**config.mk**
```make
export PLATFORM = sky130hd
export DESIGN_NAME = pkt_engine_dispatch
export DESIGN_NICKNAME = d
export VERILOG_FILES = /design/src/rtl/pkt_engine_dispatch.sv
export SDC_FILE = /design/constraint.sdc
export NUM_CORES = 1
export LEC_CHECK = 0
export ABC_CLOCK_PERIOD_IN_PS = 3900
export CORE_AREA = 2 2 79 81
export DETAILED_ROUTE_END_ITERATION = 6
export DIE_AREA = 0 0 81 83
export PLACE_DENSITY = 0.83
export SLEW_MARGIN = 20
export SYNTH_ARGS = -nofsm -noshare
export SYNTH_HDL_FRONTEND = slang
export SYNTH_SLANG_ARGS = --single-unit
```
**constraint.sdc**
```tcl
create_clock -name sys_clk -period 3.9 [get_ports sys_clk]
set_input_delay 0.585 -clock sys_clk [delete_from_list [all_inputs] [get_ports sys_clk]]
set_output_delay 0.585 -clock sys_clk [all_outputs]
set_load 0.01 [all_outputs]
```
**src/rtl/pkt_engine_dispatch.sv**
```systemverilog
// Packet-atomic round-robin dispatcher: commits one ready engine, then steers a
// complete sop..eop packet to it with a single registered cycle of latency.
module pkt_engine_dispatch #(
    parameter int NUM_ENG = 4,
    parameter int DW      = 32,
    parameter int CW      = 16
) (
    input  logic                       sys_clk,
    input  logic                       sys_rst,
    input  logic                       in_sop,
    input  logic                       in_eop,
    input  logic                       in_vld,
    input  logic [DW-1:0]              in_data,
    output logic                       in_enable,
    input  logic [NUM_ENG-1:0]         eng_enable,
    output logic [NUM_ENG-1:0]         eng_sop,
    output logic [NUM_ENG-1:0]         eng_eop,
    output logic [NUM_ENG-1:0]         eng_vld,
    output logic [DW-1:0]              eng_data,
    output logic [$clog2(NUM_ENG)-1:0] grant_idx,
    output logic [CW-1:0]              pkt_cnt,
    output logic                       err_pulse
);

    localparam int GW = $clog2(NUM_ENG);

    typedef enum logic [1:0] {
        IDLE  = 2'd0,
        ARMED = 2'd1,
        XFER  = 2'd2
    } state_e;

    state_e             state_q;
    logic [GW-1:0]      rr_ptr_q;
    logic [GW-1:0]      grant_idx_q;
    logic [NUM_ENG-1:0] eng_sop_q;
    logic [NUM_ENG-1:0] eng_eop_q;
    logic [NUM_ENG-1:0] eng_vld_q;
    logic [DW-1:0]      eng_data_q;
    logic [CW-1:0]      pkt_cnt_q;
    logic               err_q;

    logic               fwd_d;
    logic               last_d;
    logic               err_d;
    logic [GW-1:0]      arb_idx_d;
    logic               arb_found_d;
    logic [GW-1:0]      cand_idx;
    logic [GW-1:0]      rr_next_d;

    // Descending scan so the candidate nearest rr_ptr is the last one written.
    always_comb begin
        // NOTE: every always_comb output gets a default first so no path leaves it unassigned (no latch).
        arb_idx_d   = rr_ptr_q;
        arb_found_d = 1'b0;
        cand_idx    = '0;
        for (int i = NUM_ENG - 1; i >= 0; i--) begin
            cand_idx = GW'((int'(rr_ptr_q) + i) % NUM_ENG);
            if (eng_enable[cand_idx]) begin
                arb_idx_d   = cand_idx;
                arb_found_d = 1'b1;
            end
        end
    end

    always_comb begin
        fwd_d = 1'b0;
        err_d = 1'b0;
        unique case (state_q)
            IDLE:  err_d = in_vld;
            ARMED: begin
                if (in_vld && in_sop) fwd_d = 1'b1;
                else if (in_vld)      err_d = 1'b1;
            end
            XFER: begin
                if (in_vld && in_sop) err_d = 1'b1;
                else if (in_vld)      fwd_d = 1'b1;
            end
            default: ;
        endcase
        last_d    = fwd_d & in_eop;
        rr_next_d = (grant_idx_q == GW'(NUM_ENG - 1)) ? '0 : grant_idx_q + 1'b1;
    end

    always_ff @(posedge sys_clk) begin
        // NOTE: sequential state uses non-blocking assignments so every register samples pre-edge values.
        if (sys_rst) begin
            state_q     <= IDLE;
            rr_ptr_q    <= '0;
            grant_idx_q <= '0;
            eng_sop_q   <= '0;
            eng_eop_q   <= '0;
            eng_vld_q   <= '0;
            eng_data_q  <= '0;
            pkt_cnt_q   <= '0;
            err_q       <= 1'b0;
        end else begin
            eng_sop_q <= '0;
            eng_eop_q <= '0;
            eng_vld_q <= '0;
            err_q     <= err_d;

            if (fwd_d) begin
                eng_vld_q[grant_idx_q] <= 1'b1;
                eng_sop_q[grant_idx_q] <= in_sop;
                eng_eop_q[grant_idx_q] <= in_eop;
                eng_data_q             <= in_data;
            end

            if (last_d) begin
                rr_ptr_q  <= rr_next_d;
                pkt_cnt_q <= pkt_cnt_q + 1'b1;
            end

            unique case (state_q)
                IDLE: begin
                    if (arb_found_d) begin
                        grant_idx_q <= arb_idx_d;
                        state_q     <= ARMED;
                    end
                end
                ARMED: begin
                    // A sop in this cycle takes precedence over the engine withdrawing.
                    if (fwd_d)                          state_q <= last_d ? IDLE : XFER;
                    else if (!eng_enable[grant_idx_q])  state_q <= IDLE;
                end
                XFER: begin
                    if (last_d) state_q <= IDLE;
                end
                default: state_q <= IDLE;
            endcase
        end
    end

    assign in_enable = (state_q == ARMED) || (state_q == XFER);
    assign eng_sop   = eng_sop_q;
    assign eng_eop   = eng_eop_q;
    assign eng_vld   = eng_vld_q;
    assign eng_data  = eng_data_q;
    assign grant_idx = grant_idx_q;
    assign pkt_cnt   = pkt_cnt_q;
    assign err_pulse = err_q;

endmodule

```
[Word-level counts from Yosys, hierarchy flattened]
Cells that the tools add are included.
Word-level totals
  bits in registers: 67
  bits of input ports: 41
  logic and storage cells: 69
Cells by class
  add/sub/neg operators: 5
  $lt $le $gt $ge: 6
  equality and inequality tests: 6
  muxes and demuxes: 32
  bitwise logic cells: 4
  reductions and logical operators: 7
Operators by type and width (count)
  2-bit 2-to-1 mux: 10
  16-bit by 1-bit adder with 16-bit output, second input constant: 1
  2-bit by 3-bit < comparator with 1-bit output, second input constant: 5
  1-bit 2-to-1 mux: 13
  1-bit binary-select mux with 2-bit select: 5
  4-bit AND: 2
  2-bit one-hot mux with 3 select lines: 1
  2-bit by 1-bit adder with 2-bit output, second input constant: 2
  2-bit adder, second input constant: 2
  2-bit == test, second input constant: 2
  2-bit != test, second input constant: 2
  3-bit != test, second input constant: 1
  1-bit one-hot mux with 3 select lines: 1
  3-bit AND reduction: 1
  1-bit demux with 2-bit select: 1
  2-bit by 1-bit == test with 1-bit output, second input constant: 1
  2-bit by 1-bit greater-or-equal comparator with 1-bit output, second input constant: 1
  1-bit logical AND: 2
  2-bit zero test: 1
  1-bit one-hot mux with 2 select lines: 1
  2-bit AND reduction: 1
  2-bit OR reduction: 1
  1-bit AND: 1
  1-bit logical OR: 1
  1-bit inverter: 1

[Depth between registers and ports, before layout]
Gate-level depths: netlist of run 1.
  depth after elaboration: 9
  mapped depth: 8
  gate-level depth less buffers: 6

[Least setup slack after synthesis of run 1]
Ideal clock, no wire load.
  path type: register to register
  start: reg state_q[0]
  end: reg pkt_cnt_q[15] (netlist: pkt_cnt[15])
  data arrival time: 2036 ps
  required time: 3830 ps
  path slack: 1793 ps
  cell stages (with the launch flop): 8
  buffers on the path: 1
  cell sequence: dfxtp_1 > inv_1 > ha_1 > nand3_1 > or3_1 > buf_2 > or4_1 > a21oi_1
On the way
  cells in the longest elaborated chain, start to end: 3
  elaborated cells on any way between the ends: 4
Ends and longest elaborated chain
  start: declaration: RTL line 33  | state_e state_q;
  start signal: assignment: RTL line 124  | if (fwd_d) state_q <= last_d ? IDLE : XFER;
  2-bit == test / 2-bit by 1-bit == test with 1-bit output (equally long branches): RTL line 69  | unique case (state_q)
  1-bit one-hot mux with 2 select lines *: RTL line 69
  1-bit AND *: RTL line 81  | last_d = fwd_d & in_eop;
  end signal: assignment: RTL line 112  | pkt_cnt_q <= pkt_cnt_q + 1'b1;
  end: declaration: RTL line 40  | logic [CW-1:0] pkt_cnt_q;
Every way passes the cells marked *; elsewhere a longest branch is shown, timed or not.
A chain may end at the register's enable or synchronous reset.

[Worst setup path in the final report of run 1]
  start: in in_sop
  end: reg pkt_cnt_q[15] (netlist: pkt_cnt[15])
On the way
  cells in the longest elaborated chain, start to end: 4
  elaborated cells on any way between the ends: 5
Ends and longest elaborated chain
  start: declaration: RTL line 10  | input logic in_sop,
  1-bit logical AND *: RTL line 72, 76
  1-bit 2-to-1 mux, on equally long branches: RTL line 76, 72
  1-bit one-hot mux with 2 select lines *: RTL line 69
  1-bit AND *: RTL line 81
Marked as above.

==> results.py, run 1 <==
metrics = {
    "status": {
        "status": "finished clean",
    },
    "cts": {
        "h-tree-depth": 3,
        "cts.sinks": 67,
        "clockBufferDepth": 2,
        "post_cts_buffers": 0,
        "postCtsHoldBufs": 0,
        "cts_inserted_buffers": 9,
        "tritoncts": "built",
        "clk_pin_slew_ns": 0.07,
        "cts_root_buf": "clkbuf_8",
        "post_cts_resize_count": 0,
        "worstSkewPairLatency_ns": 0.32,
    },
    "sta": {
        "fin_crit_sh": 0.6220,
        "rsz0062_at_grt": "false",
        "slew_headroom": 0.5847,
        "setup_tns_ns": 0,
        "finalMaxSlewViolations": 0,
        "finClkSkew_ns": 0.008159,
        "period_needed_ns": 2.426,
        "setup-violations-final": 0,
        "hold_ws_ns": 0.4524,
        "worst_pin_slew_ns": 0.6230,
        "final_hold_viol_count": 0,
        "fmaxAchievable_mhz": 412.2,
    },
    "placed_design": {
        "port_buffers": 104,
        "dp_cells": 477,
        "dp_hpwl_um": 4984,
        "place.gp.congestion": 0.7982,
    },
    "pwr": {
        "power_density_mw_per_mm2": 356.4,
        "ir_drop_mv": 0.1902,
        "p_total_mw": 1.416,
        "power_leakage_nw": 1.383,
    },
    "setup_path": {
        "cp.required_ns": 4.15,
        "criticalPathCategory": "primary input to flip-flop",
        "path_max_fanout": 9,
        "cp-end-kind": "flip-flop",
        "critPathLaunchType": "primary input",
        "crit_arrival_ns": 2.67,
    },
    "floorplanning": {
        "die_w_um": 81,
        "die_h_um": 83,
        "core_mm2": 0.005816,
        "rows": 28,
        "start_util": 0.4632,
        "io_pins": 105,
        "fp.dieArea_mm2": 0.006723,
    },
    "synth": {
        "synth_edf_count": 0,
        "ys_types": 40,
        "ys_warn_count": 0,
        "synth_common_cells": "nand2_1, dfxtp_1, a21oi_1, clkbuf_1, nor2_1",
        "ys_seq_area_frac": 0.4979,
        "synth_top_area_share": 0.4979,
        "synth_mux_area_frac": 0.02740,
        "synthesis.area_mm2": 0.002694,
        "synthTopCellsByArea": "dfxtp_1, nand2_1, a21oi_1",
        "synth_top_area_cell": "dfxtp_1",
        "synth.ff_latch_count": 67,
        "synthAdderAreaFrac": 0.04645,
        "yosys.area_share.simple": 0.2350,
        "synth_xor_area_frac": 0.01626,
        "synth_compound_area_frac": 0.1431,
        "synthCells": 311,
        "synth.avg_cell_area_um2": 8.662,
        "async_flop_share": 0,
        "synthesis.nets": 362,
        "synth_top_family_by_area": "simple AND/OR/NAND/NOR gates",
        "synth_most_common_cell": "nand2_1",
        "ys.flop_type": "dfxtp_1",
    },
    "routing": {
        "vias": 2571,
        "firstDrtPassIters": 4,
        "first_iter_violations": 89,
        "vias_per_cell": 5.226,
        "routed_wl_um": 7013,
        "drc": 0,
        "ant_nets": 0,
        "routedWlPerCell_um": 14.25,
    },
    "layout": {
        "instances_no_fill": 492,
        "fin_nets": 464,
        "nFillCells": 508,
        "syn_to_final_growth_pct": 47.47,
        "diodes": 0,
        "layout-drive-gt1-share": 0.04556,
    },
    "grt": {
        "grt_pass1_vias": 2502,
        "grt_pass1_wl_um": 11330,
        "antenna_found_initial": 0,
        "grt_use_total": 0.2112,
        "grt_overflow": 0,
        "grt_max_degree": 56,
    },
    "flow_run": {
        "max-cap-violations": 0,
    },
    "min_path": {
        "hold_path_class": "flip-flop to flip-flop",
    },
}
[metal layers]
layer,GRT usage,share of wire,vias to the layer above
met2,0.3689,0.51,95
met3,0.05761,0.075,6
li1,-,-,1280
met4,0.06934,0.0081,0
met1,0.2447,0.41,1190
met5,0,0,-
[flip-flops by register name, summed over array words and instances, names as in the netlist]
name and flops:
eng_data 32, eng_eop 4, eng_sop 4, eng_vld 4, err_pulse 1, grant_idx 2, pkt_cnt 16, rr_ptr_q 2
state_q 2
[worst max-delay path, stage by stage]
cell             delay, ns
clkdlybuf4s50_1       0.66
mux2i_1               0.19
or3_1                 0.55
or4_1                 0.51
a21oi_1               0.16
[layout make-up]
type	count	area (um2)	area share
inverter	8	30.03	0.007559
sequential	67	1341	0.3376
clock buffer	13	158.9	0.04000
tap	75	93.84	0.02362
timing repair buffer	106	1051	0.2646
clock inverter	2	35.03	0.008819
multi-input combinational	221	1262	0.3178
[worst paths after layout]
kind / start / endpoint / slack (ns) / cells after the start
hold reg to reg: eng_data[22] / eng_data[22] / 0.45 / 2
setup / recovery: in_sop / pkt_cnt[15] / 1.47 / 5
hold / removal: eng_data[22] / eng_data[22] / 0.45 / 2
setup reg to reg: state_q[1] / pkt_cnt[15] / 1.59 / 6
[logic make-up (layout without fill, tap and decap cells)]
kind of cell | after synthesis | count (layout)
flip-flops | 67 | 67
adder cells (fa/ha/maj) | 10 | 10
buffers and inverters | 23 | 129
AND/OR/NAND/NOR | 132 | 132
XOR/XNOR | 5 | 5
AO/OA/AOI/OAI | 68 | 68
multiplexers | 6 | 6
[report_power, final]
| part | switching [mW] | internal, mW | leakage [nW] |
|---|---|---|---|
| combinational | 0.0660 | 0.0802 | 0.743 |
| clock | 0.237 | 0.327 | 0.0995 |
| sequential | 0.00964 | 0.696 | 0.541 |
[placed cells by master (no fill, tap or decap), types with 3 or more instances in the layout]
cell	n
ha_1	10
nand2_1	69
o31ai_1	6
dfxtp_1	67
nor4_1	3
nand4_1	4
nand3_1	7
mux2i_1	4
clkbuf_8	11
xnor2_1	4
o21ai_0	7
or3_1	6
or4_1	5
and3_1	6
and2_1	9
inv_1	8
a21oi_1	46
nor2_1	12
clkdlybuf4s50_1	103
[through the flow]
step	setup slack, ns	utilization	instance area (um2)
2_1_floorplan	1.793	-	2694
3_3_place_gp	0.9023	0.6495	3777
3_5_place_dp	1.166	0.6497	3779
4_1_cts	1.503	0.6831	3973
5_1_grt	1.376	0.6831	3973
6_report	1.474	0.6831	3973
No activity file was read; power rests on OpenSTA's default activity.
==> run 2: changes to the inputs <==
Settings changed: ABC_CLOCK_PERIOD_IN_PS 3900 to 2300, CORE_AREA 2 2 79 81 to 2 2 83 85, DIE_AREA 0 0 81 83 to 0 0 85 87, PLACE_DENSITY 0.83 to 0.76.
Clock period 3.9 ns to 2.3 ns, I/O delays scaled along.
==> run 2 against run 1 <==
Compared with the run above:
- non-clock buffer count rose by 12
- first-iteration DRC count fell by 12%
- combinational power rose by 82%
- routed wire length fell by 2.1%
- final area rose by 3.5%
- setup slack got worse by 1.3 ns
- power rose by 81%
==> results.py, run 2 (synthesis gave the netlist of run 1 again) <==
metrics = {
    "layout": {
        "mostFrequentLayoutCells": "clkdlybuf4s50_1, nand2_1, dfxtp_1",
        "diodes": 0,
        "layout_commonest_cell": "clkdlybuf4s50_1",
        "layout-drive-gt1-share": 0.07674,
        "fin_nets": 476,
        "syn_to_final_growth_pct": 52.62,
        "largest_register_ffs": 32,
    },
    "setup_path": {
        "reg2reg_slack_ns": 0.19,
        "reg2reg_from": "state_q[1]",
        "slowest_delay_ns": 0.54,
        "critPathLaunchType": "flip-flop",
        "r2r_end": "pkt_cnt[12]",
        "critPathSlowestCell": "clkdlybuf4s50_1",
        "path_max_fanout": 4,
        "r2r_cells": 6,
        "cp-end-kind": "output port",
        "cp.required_ns": 1.96,
        "crit_arrival_ns": 1.80,
        "cp_cell_sequence": "inv_1 -> ha_1 -> buf_4 -> clkdlybuf4s50_1",
        "crit_path_end": "in_enable",
        "criticalPathCategory": "flip-flop to output port",
        "cp-startpoint": "state_q[1]",
    },
    "routing": {
        "drc": 0,
        "first_iter_violations": 78,
        "routedWlPerCell_um": 13.46,
        "routed_wl_um": 6867,
        "vias_per_cell": 5.071,
        "firstDrtPassIters": 4,
        "vias": 2586,
        "ant_nets": 0,
    },
    "cts": {
        "clk_pin_slew_ns": 0.08,
        "cts_root_buf": "clkbuf_8",
        "clockBufferDepth": 2,
        "h-tree-depth": 3,
        "cts.sinks": 67,
        "tritoncts": "built",
        "worstSkewPairLatency_ns": 0.34,
        "post_cts_resize_count": 0,
        "post_cts_buffers": 0,
        "cts_inserted_buffers": 9,
        "postCtsHoldBufs": 0,
    },
    "sta": {
        "setup-violations-final": 0,
        "rsz0062_at_grt": "false",
        "worst_pin_slew_ns": 0.4717,
        "finalMaxSlewViolations": 0,
        "fmaxAchievable_mhz": 465.4,
        "slew_headroom": 0.6855,
        "final_hold_viol_count": 0,
        "fin_crit_sh": 0.9342,
        "setup_tns_ns": 0,
        "finClkSkew_ns": 0.008199,
        "period_needed_ns": 2.149,
    },
    "pwr": {
        "p_total_mw": 2.556,
        "power_density_mw_per_mm2": 621.6,
        "power_leakage_nw": 1.465,
        "ir_drop_mv": 0.3831,
    },
    "grt": {
        "grt_max_degree": 47,
        "grt_overflow": 0,
        "grt_pass1_wl_um": 10960,
        "grt_pass1_vias": 2399,
        "grt_use_total": 0.1849,
        "antenna_found_initial": 0,
    },
    "min_path": {
        "hold_path_class": "primary input to flip-flop",
    },
    "floorplanning": {
        "io_pins": 105,
        "start_util": 0.4101,
        "die_w_um": 85,
        "rows": 30,
        "core_mm2": 0.006569,
        "fp.dieArea_mm2": 0.007395,
        "die_h_um": 87,
    },
    "status": {
        "status": "finished clean",
    },
    "placed_design": {
        "dp_hpwl_um": 4973,
        "port_buffers": 104,
        "place.gp.congestion": 0.8041,
    },
    "flow_run": {
        "max-cap-violations": 0,
    },
}
-- run 2: how the worst min path moves through the flow --
stage                            start           end  slack (ns)  cells past startpoint
after floorplan                 in_eop    eng_eop[0]        0.47                      1
after CTS                      sys_rst  grant_idx[1]        0.31                      2
after detailed placement  eng_data[24]  eng_data[24]        0.45                      2
after global routing           sys_rst    pkt_cnt[0]        0.33                      2
after global placement    eng_data[14]  eng_data[14]        0.44                      2
final                          sys_rst  grant_idx[0]        0.32                      2
-- run 2: routing by layer --
layer	GRT usage	part of all wire	vias to the layer above	wire length, um
li1	-	-	1300	-
met1	0.2329	0.45	1190	3100
met2	0.3018	0.46	83	3181
met3	0.04550	0.064	13	442
met4	0.08081	0.021	0	142
met5	0	0	-	0
-- run 2: report_power, final --
group | internal [mW] | switching (mW) | leakage (nW) | total (mW)
Combinational | 0.151 | 0.115 | 0.807 | 0.266
Clock | 0.642 | 0.452 | 0.117 | 1.09
Sequential | 1.18 | 0.0161 | 0.541 | 1.20
Total | 1.97 | 0.583 | 1.46 | 2.56
-- run 2: worst max-delay path, delay by kind of cell (launching register included) --
family / cells / cell delay [ns]
buffers and inverters: 3 / 0.77
DFF: 1 / 0.39
adders and majority gates: 1 / 0.31
-- run 2: per-stage QoR --
stage	instance area [um2]	setup WS, ns	cells	util	hold slack, ns
after CTS	4111	0.1318	510	0.6259	0.3100
after floorplan	2694	0.1935	311	-	0.4667
after global placement	3886	0.06634	494	0.5916	0.4409
after detailed placement	3886	0.02649	494	0.5916	0.4459
final	4111	0.1514	510	0.6259	0.3170
after global routing	4111	0.07451	510	0.6259	0.3260
-- run 2: final cells by class --
class                   instances  area (um2)
multi-input cells             221        1261
inverters                       8       30.03
well taps                      80       100.1
clock buffers                  10       137.6
repair buffers                118        1154
fillers                       563        2457
flip-flops and latches         67        1341
clock inverters                 6       87.58
